[src/rtl/ex_branch_resolve.sv]
// Conditional-branch stash between IF and EX: records predictions, trains the predictor on
// resolution and redirects fetch on a mispredict. Optional statistics: EX_BRANCH_STATS_EN.
module ex_branch_resolve #(
  parameter int DEPTH = 4,
  parameter int PTR_W = 2
) (
  input  logic        clk,
  input  logic        reset,
  input  logic        if_branch_valid,
  input  logic [31:0] if_branch_pc,
  input  logic        if_prediction_take,
  input  logic [31:0] if_pc_alt,
  input  logic        ex_branch_valid,
  input  logic        ex_branch_take,
  input  logic        pipe_flush,
  output logic        pc_jmp_feedback,
  output logic        pc_jmp_take,
  output logic [31:0] pc_stash_base,
  output logic        pc_redirect,
  output logic [31:0] pc_redirect_target,
  output logic        stash_full,
  output logic        stash_err,
  output logic [31:0] stat_resolved,
  output logic [31:0] stat_mispredict
);

  // Entry layout: {pc[64:33], prediction[32], alt[31:0]}
  logic [64:0]      r_mem [DEPTH];
  logic [PTR_W-1:0] r_wr_ptr;
  logic [PTR_W-1:0] r_rd_ptr;
  logic [PTR_W:0]   r_count;
  logic             r_feedback;
  logic             r_take;
  logic [31:0]      r_base;
  logic             r_redirect;
  logic [31:0]      r_target;
  logic             r_err;

  logic [64:0] w_head;
  logic        w_full;
  logic        w_empty;
  logic        w_pop;
  logic        w_push;
  logic        w_mis;
  logic        w_discard;
  logic        w_err;

  assign w_head    = r_mem[r_rd_ptr];
  assign w_full    = (r_count == (PTR_W+1)'(DEPTH));
  assign w_empty   = (r_count == '0);
  assign w_pop     = ex_branch_valid && !w_empty;
  // A pop frees the head slot in the same cycle, so a push is accepted even when full.
  assign w_push    = if_branch_valid && (!w_full || w_pop);
  assign w_mis     = w_pop && (ex_branch_take != w_head[32]);
  assign w_discard = w_mis || pipe_flush;
  assign w_err     = (if_branch_valid && w_full && !w_pop) || (ex_branch_valid && w_empty);

  always_ff @(posedge clk) begin
    if (w_push && !w_discard) begin
      r_mem[r_wr_ptr] <= {if_branch_pc, if_prediction_take, if_pc_alt};
    end
  end

  always_ff @(posedge clk) begin
    if (reset) begin
      r_wr_ptr   <= '0;
      r_rd_ptr   <= '0;
      r_count    <= '0;
      r_feedback <= 1'b0;
      r_take     <= 1'b0;
      r_base     <= 32'h0;
      r_redirect <= 1'b0;
      r_target   <= 32'h0;
      r_err      <= 1'b0;
    end else begin
      if (w_discard) begin
        r_rd_ptr <= r_wr_ptr;
        r_count  <= '0;
      end else begin
        if (w_push) r_wr_ptr <= r_wr_ptr + PTR_W'(1);
        if (w_pop)  r_rd_ptr <= r_rd_ptr + PTR_W'(1);
        r_count <= r_count + (PTR_W+1)'(w_push) - (PTR_W+1)'(w_pop);
      end
      r_feedback <= w_pop;
      r_redirect <= w_mis;
      if (w_pop) begin
        r_take <= ex_branch_take;
        r_base <= w_head[64:33];
      end
      if (w_mis) r_target <= w_head[31:0];
      if (w_err) r_err <= 1'b1;
    end
  end

  assign pc_jmp_feedback    = r_feedback;
  assign pc_jmp_take        = r_take;
  assign pc_stash_base      = r_base;
  assign pc_redirect        = r_redirect;
  assign pc_redirect_target = r_target;
  assign stash_full         = w_full;
  assign stash_err          = r_err;

`ifdef EX_BRANCH_STATS_EN
  logic [31:0] r_stat_resolved;
  logic [31:0] r_stat_mispredict;

  always_ff @(posedge clk) begin
    if (reset) begin
      r_stat_resolved   <= 32'h0;
      r_stat_mispredict <= 32'h0;
    end else begin
      if (w_pop) r_stat_resolved   <= r_stat_resolved + 32'd1;
      if (w_mis) r_stat_mispredict <= r_stat_mispredict + 32'd1;
    end
  end

  assign stat_resolved   = r_stat_resolved;
  assign stat_mispredict = r_stat_mispredict;
`else
  assign stat_resolved   = 32'h0;
  assign stat_mispredict = 32'h0;
`endif

endmodule

[config.mk]
export PLATFORM = sky130hd
export DESIGN_NAME = ex_branch_resolve
export DESIGN_NICKNAME = d
export VERILOG_FILES = /design/src/rtl/ex_branch_resolve.sv
export SDC_FILE = /design/constraint.sdc
export NUM_CORES = 1
export LEC_CHECK = 0
export CAP_MARGIN = 10
export CORE_MARGIN = 1
export CORE_UTILIZATION = 60
export CTS_BUF_LIST = sky130_fd_sc_hd__clkbuf_2 sky130_fd_sc_hd__clkbuf_4 sky130_fd_sc_hd__clkbuf_8
export CTS_CLUSTER_SIZE = 12
export DETAILED_ROUTE_END_ITERATION = 6
export PLACE_DENSITY = 0.93
export SYNTH_ARGS = -nofsm -noshare
export SYNTH_HDL_FRONTEND = slang
export SYNTH_SLANG_ARGS = --single-unit
export TNS_END_PERCENT = 50
[constraint.sdc]
create_clock -name clk -period 10.8 [get_ports clk]
set_input_delay 2.16 -clock clk [delete_from_list [all_inputs] [get_ports clk]]
set_output_delay 2.16 -clock clk [all_outputs]
set_load 0.02 [all_outputs]
; Word-level counts from Yosys, hierarchy flattened
; Memory sizes are Yosys's and may differ from the RTL's. A register that Yosys moved wholly into a read port is not among the register bits.
; Index checks and enable logic that the tools add are counted.
[op_classes]
bitwise_logic = 1
n_mux = 6
n_reduce_logical = 18
n_eq_ne = 2
add_sub_neg = 4
[op_table]
columns = operator, count
row1 = two-way mux 2 bit, 4
row2 = logical AND 1 bit, 7
row3 = "adder 2 x 1 -> 2 bit, second input constant", 2
row4 = logical NOT 1 bit, 4
row5 = adder 3 x 1 -> 3 bit, 1
row6 = "== test 3 bit, second input constant", 1
row7 = logical NOT 3 bit, 1
row8 = logical OR 1 bit, 3
row9 = subtractor 3 x 1 -> 3 bit, 1
row10 = two-way mux 1 bit, 2
row11 = AND reduction 2 bit, 1
row12 = nonzero test 2 bit, 1
row13 = OR reduction 2 bit, 1
row14 = != test 1 bit, 1
row15 = inverter 1 bit, 1
[word_totals]
output_inout_bits = 133
regBits = 75
mem_count = 1
inputBits = 71
mem_bits_rw = 260
word_cells = 41
[memory_table]
columns = memory, words, width, rd, rd_clocked_by_memory_dff, wr, line_no
row1 = r_mem, 4, 65, 1, 1, 1, 28  ; logic [64:0] r_mem [DEPTH];

; Depth between registers and ports, before layout
; Gate-level depths: netlist (run 1).
[depth]
ltp_word = 9
depth_mapped = 11
depth_no_buf = 8

; Worst setup path before layout (run 1)
; Ideal clock, no wire load.
[synth_path]
path_type = input -> register
start = input port ex_branch_valid
end = memory r_mem[0][0] (enable)
setup_time_ns = 0.430
required_ns = 10.370
arrival_ns = 4.312
cell_stages = 4
setup_slack_ns = 6.058
path_buffers = 1
path_cell_list = o31a_1 clkbuf_1 a211oi_4 and2_1
[synth_via]
elab_chain_cells = 7
word_cells_on_any_way = 9
cone_classes = mux: 2 / reduce/logical: 7
[synth_rtl]
columns = item, line_no
row1 = from (decl), 13  ; input logic ex_branch_valid,
row2 = logical AND 1 bit (*), 51  ; assign w_pop = ex_branch_valid && !w_empty;
row3 = logical AND 1 bit, 54  ; assign w_mis = w_pop && (ex_branch_take != w_head[32]);
row4 = logical OR 1 bit, 55  ; assign w_discard = w_mis || pipe_flush;
row5 = logical NOT 1 bit, 59  ; if (w_push && !w_discard) begin
row6 = logical AND 1 bit (*), 59
row7 = two-way mux 1 bit (*), 59
row8 = two-way mux 1 bit (implied by the code) (*), 60  ; r_mem[r_wr_ptr] <= {if_branch_pc, if_prediction_take, if_pc_alt};
row9 = to (decl), 28
; Mark *: on every way between the ends. The rest lies on a longest branch, timed or not.

; Final worst setup path (run 1)
[layout_path]
start = input port ex_branch_take
end = memory r_mem[0][29] (enable)
[layout_via]
elab_chain_cells = 7
[layout_rtl]
columns = item, line_no
row1 = from (decl), 14  ; input logic ex_branch_take,
row2 = != test 1 bit, 54
row3 = logical AND 1 bit, 54
row4 = logical OR 1 bit, 55
row5 = logical NOT 1 bit, 59
row6 = logical AND 1 bit, 59
row7 = two-way mux 1 bit, 59
row8 = two-way mux 1 bit (implied by the code), 60
; Every way passes these cells.

==> results.sh, run 1 <==
export IMPL_place_congestion=0.716
export IMPL_r2r_slack_ps=7090
export IMPL_routedWlPerCell_um=23.3
export IMPL_swShare_pct=23.5
export IMPL_cts_buffer_depth=3
export IMPL_hpwl_mm=15.1
export IMPL_cts_hold_buf=0
export IMPL_critPathMaxStageDelay_ps=890
export IMPL_grt_overflow=0
export IMPL_synthMuxAreaShare_pct=11.6
export IMPL_crit_path_top_delay_cell="and2_4"
export IMPL_cts_resized=0
export IMPL_utilization_pct=72.4
export IMPL_p_comb_share_pct=8.8
export IMPL_grt_pass1_wl_mm=42.8
export IMPL_io_pins=204
export IMPL_holdCritPathClass="flip-flop to flip-flop"
export IMPL_antenna_found_initial=2
export IMPL_start_kind="primary input"
export IMPL_ff_latch_area_um2=9360
export IMPL_netlist_instances=760
export IMPL_synth_flop_cell="edfxtp_1"
export IMPL_synth_largest_area_cell="edfxtp_1"
export IMPL_synth_edf_count=260
export IMPL_critPathArrivalTime_ps=4770
export IMPL_synthAdderAreaFrac_pct=0.646
export IMPL_clock_sink_count=337
export IMPL_synth_top_family_by_area="multiplexers"
export IMPL_p_switching_uw=644
export IMPL_power_leakage_uw=0.00491
export IMPL_crit_chain="clkdlybuf4s50_1 > xor2_4 > a211oi_4 > and2_4"
export IMPL_num_rows=53
export IMPL_synth_simple_gate_area_share_pct=4.20
export IMPL_end_kind="flip-flop"
export IMPL_cts_buffers=48
export IMPL_path_class="primary input to flip-flop"
export IMPL_die_area_um2=21900
export IMPL_setup_viol=0
export IMPL_via_per_inst=5.95
export IMPL_yosysTopAreaCellShare_pct=61.1
export IMPL_cts_root_buf="clkbuf_8"
export IMPL_antenna_left=0
export IMPL_drive_gt1_share_pct=17.1
export IMPL_synth_area_um2=12800
export IMPL_layout_filler_cells=1127
export IMPL_finalMaxSlewViolations=0
export IMPL_hold_viol_final=0
export IMPL_fin_tns_setup_ps=0
export IMPL_synth_xor_area_share_pct=0.460
export IMPL_start_util_pct=61.0
export IMPL_seq_area_frac_synth_pct=73.2
export IMPL_multi_input_area_um2=3030
export IMPL_cp_top_family="simple AND/OR/NAND/NOR gates"
export IMPL_final_period_utilization_pct=42.6
export IMPL_cts_tree="built"
export IMPL_power_density_nw_per_um2=181
export IMPL_insertion_delay_ps=570
export IMPL_cp_buffers_inverters=1
export IMPL_synth_compound_area_share_pct=4.53
export IMPL_yosys_warnings=0
export IMPL_grt_max_degree=78
export IMPL_fmax_mhz=218
export IMPL_rsz0062_at_grt="no"
export IMPL_cp_max_fo=65
export IMPL_postCtsSetupBuffers=0
export IMPL_p_clk_share_pct=37.8
export IMPL_gr_usage_all_layers_pct=26.5
export IMPL_p_seq_share_pct=53.4
export IMPL_dr_pass1_iters=7
export IMPL_io_buffers=139
export IMPL_intPower_uw=2100
export IMPL_drv_cap=0
export IMPL_synth_seq_cells=337
export IMPL_clock_skew_ps=23.9
export IMPL_synthArstFlopShare_pct=0
export IMPL_path_clk_slew_ps=60
export IMPL_drc=0
export IMPL_nets=984
export IMPL_synthToLayoutAreaGrowth_pct=18.8
export IMPL_finalCriticalPeriod_ps=4600
export IMPL_syn_mean_instance_area_um2=16.8
export IMPL_synth_most_common_cell="edfxtp_1"
export IMPL_ir_drop_uv=89.7
export IMPL_status="finished, final reports clean"
export IMPL_fp_coreArea_um2=21000
export IMPL_synth_cell_types=37
export IMPL_grt_pass1_vias=7425
export IMPL_htree_num_levels=2
export IMPL_crit_required_ps=10970
export IMPL_die_w_um=148
export IMPL_wirelength_mm=28.5
export IMPL_slew_headroom_pct=21.8
export IMPL_synth_area_leaders="edfxtp_1 61%, dfxtp_1 12%, mux4_2 11%, buf_4 3.8%, a21oi_1 2.6%"
export IMPL_synth_common_cells="260 x edfxtp_1, 77 x dfxtp_1, 67 x a21oi_1, 67 x nand2_1, 65 x mux4_2"
export IMPL_die_y_um=148
export IMPL_drt_iter0_markers=679
export IMPL_worstMarginPinSlew_ps=1170
export IMPL_vias=7272
placed cells by master (no fill, tap or decap), types with 2 or more instances in the layout:
cell	synthesis	layout
a21oi_1	67	67
inv_1	5	5
nand3_1	33	33
nand2_1	67	67
edfxtp_1	260	260
clkbuf_8	0	57
buf_4	64	4
dfxtp_1	77	75
clkdlybuf4s50_1	0	138
clkinv_1	0	10
mux4_2	65	65
nand2b_1	2	2
clkinv_2	0	3
conb_1	1	64
o21ai_0	31	31
and2_4	0	4
clkinvlp_4	0	2
o21ai_1	3	3
nor4b_1	2	2
dfxtp_4	0	2
nor4_1	2	2
clkbuf_4	0	17
ha_1	5	5
xnor2_1	2	2
nor2_1	7	7
registers in the layout, summed over array words and instances (netlist names), 2 cells and up, named ones only:
name	count
r_rd_ptr	2
r_count	3
pc_redirect_target	32
r_mem	260
pc_stash_base	32
r_wr_ptr	2
worst min-delay path, delay by kind of cell (launching register included):
kind | cells | cell delay, ps
AOI/OAI and AO/OA | 1 | 50
DFF | 1 | 310
and+or+nand+nor | 1 | 50
metrics by stage:
step | total power (µW) | hold WS, ps | instance area, µm² | worst slack, ps | instances
after floorplan | 1640 | 481 | 13000 | 6060 | 823
after detailed placement | 1730 | 452 | 14200 | 5680 | 1132
after global placement | 1710 | 442 | 14200 | 5820 | 1132
final | 2740 | 459 | 15200 | 6200 | 1223
after CTS | 2750 | 462 | 15200 | 6240 | 1222
after global routing | 2820 | 474 | 15200 | 6110 | 1222
final cells by class:
class / instances / share of cell area (%)
inverters: 5 / 0.124
repair buffers: 143 / 9.33
clock buffers: 74 / 6.01
clock inverters: 16 / 0.643
well taps: 275 / 2.27
flip-flops and latches: 337 / 61.6
multi-input cells: 372 / 20.0
diodes: 1 / 0.0165
final timing paths:
check | start | to | cells after the start
setup / recovery | ex_branch_take | r_mem[0][29] | 4
hold / removal | pc_stash_base[28] | pc_stash_base[28] | 2
setup reg to reg | flip-flop | r_mem[0][29] | 4
hold reg to reg | pc_stash_base[28] | pc_stash_base[28] | 2
cells by family after synthesis:
| logic type | Yosys count |
|---|---|
| compound gates | 109 |
| xor+xnor | 5 |
| fa+ha+maj | 6 |
| buf+inv | 114 |
| flops | 337 |
| mux | 67 |
| other cells | 1 |
| simple gates | 121 |
metal layers:
layer	vias up	share of wire [%]	global-route usage (%)
met5	-	0.046	0
met4	2	4.3	13.1
met3	100	9.0	6.17
met2	510	50	44.4
met1	3589	36	32.6
li1	3071	-	-
power by group through the flow:
stage	Combinational (µW)	Clock, µW	Sequential [µW]
after global routing	256	1090	1470
final	241	1040	1460
after detailed placement	236	0	1490
after global placement	227	0	1490
after floorplan	154	0	1490
after CTS	241	1040	1460
No activity file was read; power rests on OpenSTA's default activity.
==> run 2, diff against run 1 <==
--- a/config.mk
+++ b/config.mk
@@ -7,11 +7,11 @@
 export LEC_CHECK = 0
 export CAP_MARGIN = 10
 export CORE_MARGIN = 1
-export CORE_UTILIZATION = 60
+export CORE_UTILIZATION = 50
 export CTS_BUF_LIST = sky130_fd_sc_hd__clkbuf_2 sky130_fd_sc_hd__clkbuf_4 sky130_fd_sc_hd__clkbuf_8
 export CTS_CLUSTER_SIZE = 12
 export DETAILED_ROUTE_END_ITERATION = 6
-export PLACE_DENSITY = 0.93
+export PLACE_DENSITY = 0.83
 export SYNTH_ARGS = -nofsm -noshare
 export SYNTH_HDL_FRONTEND = slang
 export SYNTH_SLANG_ARGS = --single-unit
==> constraint.sdc (replaced) <==
create_clock -name clk -period 3.9 [get_ports clk]
set_input_delay 0.78 -clock clk [delete_from_list [all_inputs] [get_ports clk]]
set_output_delay 0.78 -clock clk [all_outputs]
set_load 0.02 [all_outputs]
==> run 2 against run 1 <==
  * First-iteration DRC count down 26%
  * Global-route usage down 6.4 points
  * Final cell count up 6.1%
  * Sequential power rose to 2.8 times the previous value
  * Combinational power rose to 2.9 times the previous value
  * Core utilization down 11 points
  * Non-clock buffer count up 13
  * Flip-flop and latch count unchanged
  * Sequential share of layout area down 1.4 points
==> results.sh, run 2 (synthesis results as in run 1) <==
export IMPL_grt_use_met1_pct=26.0
export IMPL_crit_required_ps=4160
export IMPL_path_clk_slew_ps=60
export IMPL_holdCritPathClass="flip-flop to flip-flop"
export IMPL_die_area_um2=26200
export IMPL_critPathArrivalTime_ps=2930
export IMPL_start_util_pct=50.9
export IMPL_finalCriticalPeriod_ps=2680
export IMPL_slew_headroom_pct=36.6
export IMPL_power_leakage_uw=0.00507
export IMPL_antenna_cells=0
export IMPL_die_w_um=162
export IMPL_io_buffers=139
export IMPL_clock_sink_count=337
export IMPL_ff_latch_area_um2=9360
export IMPL_multi_input_area_um2=3030
export IMPL_grt_pass1_vias=7232
export IMPL_insertion_delay_ps=580
export IMPL_power_density_nw_per_um2=498
export IMPL_htree_num_levels=2
export IMPL_drv_cap=0
export IMPL_crit_path_top_delay_cell="clkdlybuf4s50_1"
export IMPL_setup_viol=0
export IMPL_die_y_um=162
export IMPL_place_congestion=0.752
export IMPL_drt_iter0_markers=504
export IMPL_crit_start="ex_branch_take"
export IMPL_synthToLayoutAreaGrowth_pct=21.6
export IMPL_finalMaxSlewViolations=0
export IMPL_reg2reg_from="r_mem[3][32]"
export IMPL_cts_resized=0
export IMPL_status="finished, final reports clean"
export IMPL_largest_reg_flops=260
export IMPL_worstMarginPinSlew_ps=951
export IMPL_wirelength_mm=25.7
export IMPL_cp_buffers_inverters=2
export IMPL_path_class="primary input to flip-flop"
export IMPL_holdCritStartpoint="pc_stash_base[25]"
export IMPL_fp_coreArea_um2=25100
export IMPL_cts_tree="built"
export IMPL_final_common_cell="edfxtp_1"
export IMPL_end_kind="flip-flop"
export IMPL_grt_pass1_wl_mm=39.8
export IMPL_num_rows=58
export IMPL_nets=1001
export IMPL_antenna_found_initial=1
export IMPL_cts_buffers=52
export IMPL_grt_overflow=0
export IMPL_layout_filler_cells=1803
export IMPL_crit_chain="clkdlybuf4s50_1 > xor2_4 > a211oi_4 > and2_4 > buf_12"
export IMPL_met3_usage_pct=4.06
export IMPL_hold_viol_final=0
export IMPL_holdWs_ps=458
export IMPL_dpl_instance_area_um2=14400
export IMPL_postCtsSetupBuffers=0
export IMPL_via_per_inst=5.39
export IMPL_io_pins=204
export IMPL_cts_root_buf="clkbuf_8"
export IMPL_hpwl_mm=15.6
export IMPL_r2r_slack_ps=1250
export IMPL_drive_gt1_share_pct=19.3
export IMPL_fin_tns_setup_ps=0
export IMPL_grt_max_degree=65
export IMPL_antenna_left=0
export IMPL_final_period_utilization_pct=68.6
export IMPL_start_kind="primary input"
export IMPL_postLayoutCellArea_um2=15500
export IMPL_cts_buffer_depth=3
export IMPL_final_cell_mix="260 x edfxtp_1, 138 x clkdlybuf4s50_1, 75 x dfxtp_1, 67 x nand2_1, 67 x a21oi_1"
export IMPL_gr_usage_all_layers_pct=20.1
export IMPL_dr_pass1_iters=5
export IMPL_grt_busiest_layer="met2"
export IMPL_cts_hold_buf=0
export IMPL_drc=0
export IMPL_cp_max_fo=26
export IMPL_rsz0062_at_grt="no"
export IMPL_fmax_mhz=374
export IMPL_ir_drop_uv=311
export IMPL_cp_top_family="buffers and inverters"
export IMPL_vias=6995
export IMPL_critPathMaxStageDelay_ps=650
export IMPL_routedWlPerCell_um=19.8
export IMPL_top_register="r_mem"
export IMPL_met2_usage_pct=34.1
export IMPL_clock_skew_ps=40.6
## run 2: cell types whose count changed in the layout (fill, tap and decap cells not counted), sizes merged
cell      before  now
bufinv         1    2
clkinvlp       2    0
inv            5    6
diode          1    0
clkbuf        74   82
buf            5   18
## run 2: final timing paths
kind | endpoint | cells after the start
worst max-delay path | r_mem[2][50] | 5
worst min-delay path | pc_stash_base[25] | 2
worst max register to register | r_mem[2][50] | 5
worst min register to register | pc_stash_base[25] | 2
## run 2: metrics by stage
step / setup WS [ps] / power, µW / instances / util, %
global route: 1150 / 8040 / 1298 / 61.9
floorplan: 442 / 4550 / 823 / -
finish: 1220 / 7740 / 1298 / 61.9
detailed placement: 627 / 4810 / 1200 / 57.5
global placement: 701 / 4780 / 1200 / 57.5
CTS: 1230 / 7810 / 1298 / 61.9
## run 2: area by class of cell
type	count	area share, %
clock buffers	82	6.22
clock inverters	16	0.886
inverters	5	0.121
multi-input cells	372	19.5
flip-flops and latches	337	60.2
well taps	330	2.66
repair buffers	156	10.4
## run 2: per-layer routing
metal / share of wire [%] / vias to the layer above
met5: 0.066 / -
met4: 1.8 / 2
met3: 6.7 / 38
met2: 51 / 298
met1: 40 / 3540
li1: - / 3117
## run 2: tightest hold or removal path, stage by stage (launching register included)
cell and delay, ps:
dfxtp_1 310, nand2_1 50, a21oi_1 50
## run 2: report_power, final
part | switching [µW] | internal [µW]
registers | 42.8 | 3980
clock network | 1300 | 1710
logic | 414 | 293
total | 1760 | 5980
==> run 3, diff against run 2 <==
==> constraint.sdc (replaced) <==
create_clock -name clk -period 2.31 [get_ports clk]
set_input_delay 0.462 -clock clk [delete_from_list [all_inputs] [get_ports clk]]
set_output_delay 0.462 -clock clk [all_outputs]
set_load 0.02 [all_outputs]
==> run 3 against run 2 <==
  * Core utilization is 1.3 points higher
  * Worst hold slack worse by 31 ps
  * Global-route usage is 0.31 points lower
  * Clock-buffer cell count is 6 lower
  * Sequential power is 69% higher
  * Worst setup slack worse by 1200 ps
  * Highest routed layer is now met4
==> results.sh, run 3 (synthesis results as in run 1) <==
export IMPL_die_y_um=162
export IMPL_dr_pass1_iters=5
export IMPL_drc=0
export IMPL_grt_overflow=0
export IMPL_fmax_mhz=444
export IMPL_hold_viol_final=0
export IMPL_end_kind="flip-flop"
export IMPL_start_kind="flip-flop"
export IMPL_layoutNonFillerInstCount=1310
export IMPL_place_congestion=0.713
export IMPL_antenna_left=0
export IMPL_worstMarginPinSlew_ps=915
export IMPL_holdWs_ps=427
export IMPL_critPathArrivalTime_ps=2490
export IMPL_drv_cap=0
export IMPL_finalMaxSlewViolations=0
export IMPL_via_per_inst=5.37
export IMPL_placedCellCount=1216
export IMPL_antenna_found_initial=0
export IMPL_io_pins=204
export IMPL_gr_usage_all_layers_pct=19.8
export IMPL_drt_iter0_markers=522
export IMPL_ir_drop_uv=462
export IMPL_htree_num_levels=2
export IMPL_final_period_utilization_pct=97.5
export IMPL_utilization_pct=63.2
export IMPL_clock_skew_ps=12.9
export IMPL_clock_sink_count=337
export IMPL_rsz0062_at_grt="yes"
export IMPL_hpwl_mm=16.2
export IMPL_power_density_nw_per_um2=856
export IMPL_path_class="flip-flop to flip-flop"
export IMPL_power_leakage_uw=0.00522
export IMPL_wirelength_mm=25.4
export IMPL_largest_reg_flops=260
export IMPL_final_common_cell="edfxtp_1"
export IMPL_cts_buffer_depth=3
export IMPL_die_w_um=162
export IMPL_num_rows=58
export IMPL_final_cell_mix="260 x edfxtp_1, 137 x clkdlybuf4s50_1, 75 x dfxtp_1, 67 x nand2_1, 67 x a21oi_1"
export IMPL_cts_root_buf="clkbuf_8"
export IMPL_io_buffers=139
export IMPL_crit_required_ps=2550
export IMPL_die_area_um2=26200
export IMPL_vias=7030
export IMPL_slew_headroom_pct=39.0
export IMPL_synthToLayoutAreaGrowth_pct=24.1
export IMPL_holdCritStartpoint="reset"
export IMPL_nets=1016
export IMPL_grt_max_degree=65
export IMPL_insertion_delay_ps=560
export IMPL_total_power_uw=13600
export IMPL_routedWlPerCell_um=19.4
export IMPL_cp_endpoint="r_mem[3][31]"
export IMPL_antenna_cells=0
export IMPL_start_util_pct=50.9
export IMPL_grt_pass1_vias=7147
export IMPL_grt_pass1_wl_mm=38.9
export IMPL_rr_endpoint="r_mem[3][31]"
export IMPL_cts_buffers=51
export IMPL_finalCriticalPeriod_ps=2250
export IMPL_r2r_slack_ps=60
export IMPL_worstRegToRegCells=5
export IMPL_path_clk_slew_ps=60
export IMPL_holdCritPathClass="primary input to flip-flop"
export IMPL_cp_max_fo=27
export IMPL_top_register="r_mem"
export IMPL_fp_coreArea_um2=25100
export IMPL_cts_hold_buf=0
export IMPL_status="finished, final reports clean"
export IMPL_cts_tree="built"
export IMPL_setup_viol=0
export IMPL_drive_gt1_share_pct=20.6
[run 3: final cells by class]
class                           count  area (µm²)
Sequential cell                   337        9360
Fill cell                        1695        9250
Multi-Input combinational cell    372        3050
Timing Repair Buffer              172        1810
Clock buffer                       76         971
Tap cell                          330         413
Clock inverter                     18         241
Inverter                            5        18.8
[run 3: power breakdown]
| part | switching (µW) | total [µW] | internal [µW] | leakage (µW) |
|---|---|---|---|---|
| Combinational | 706 | 1240 | 530 | 0.00160 |
| Sequential | 68.3 | 6780 | 6710 | 0.00299 |
| Clock | 2190 | 5560 | 3370 | 0.000634 |
| Total | 2960 | 13600 | 10600 | 0.00522 |
[run 3: layer usage]
layer	track usage (%)	part of all wire, %	up-vias
li1	-	-	3133
met1	25.4	40	3492
met5	0	0	-
met3	4.55	7.3	60
met4	8.70	3.5	0
met2	32.3	49	345
[run 3: worst min path at each step]
stage / to / slack (ps) / cells past startpoint
2_1_floorplan: r_wr_ptr[1] / 480 / 2
3_3_place_gp: pc_stash_base[29] / 440 / 2
3_5_place_dp: pc_stash_base[12] / 450 / 2
4_1_cts: pc_jmp_feedback / 390 / 2
5_1_grt: pc_jmp_feedback / 420 / 2
6_report: pc_jmp_feedback / 430 / 2
[run 3: metrics by stage]
step                      setup WS, ps  instance area, µm²  setup TNS [ps]
after detailed placement          -132               14600          -23310
after global placement            -108               14600          -19820
after global routing             -64.4               15900            -406
after floorplan                  -99.6               13000          -25440
final                             57.0               15900               0
after CTS                         43.8               15800               0
[run 3: what timing repair did]
| item | 4_1_cts | 5_1_grt |
|---|---|---|
| hold endpoints to repair | 0 | 0 |
| endpoints found under the setup margin | 1 | 56 |
| buffers inserted | 0 | 0 |
| pin swaps | 0 | 0 |
| resized for setup | 1 | 2 |
[run 3: critical path, stage by stage, from the launching register on]
cell	delay, ps
dfxtp_4	360
mux4_2	560
xor2_4	190
a211oi_4	330
and2_4	270
buf_12	210
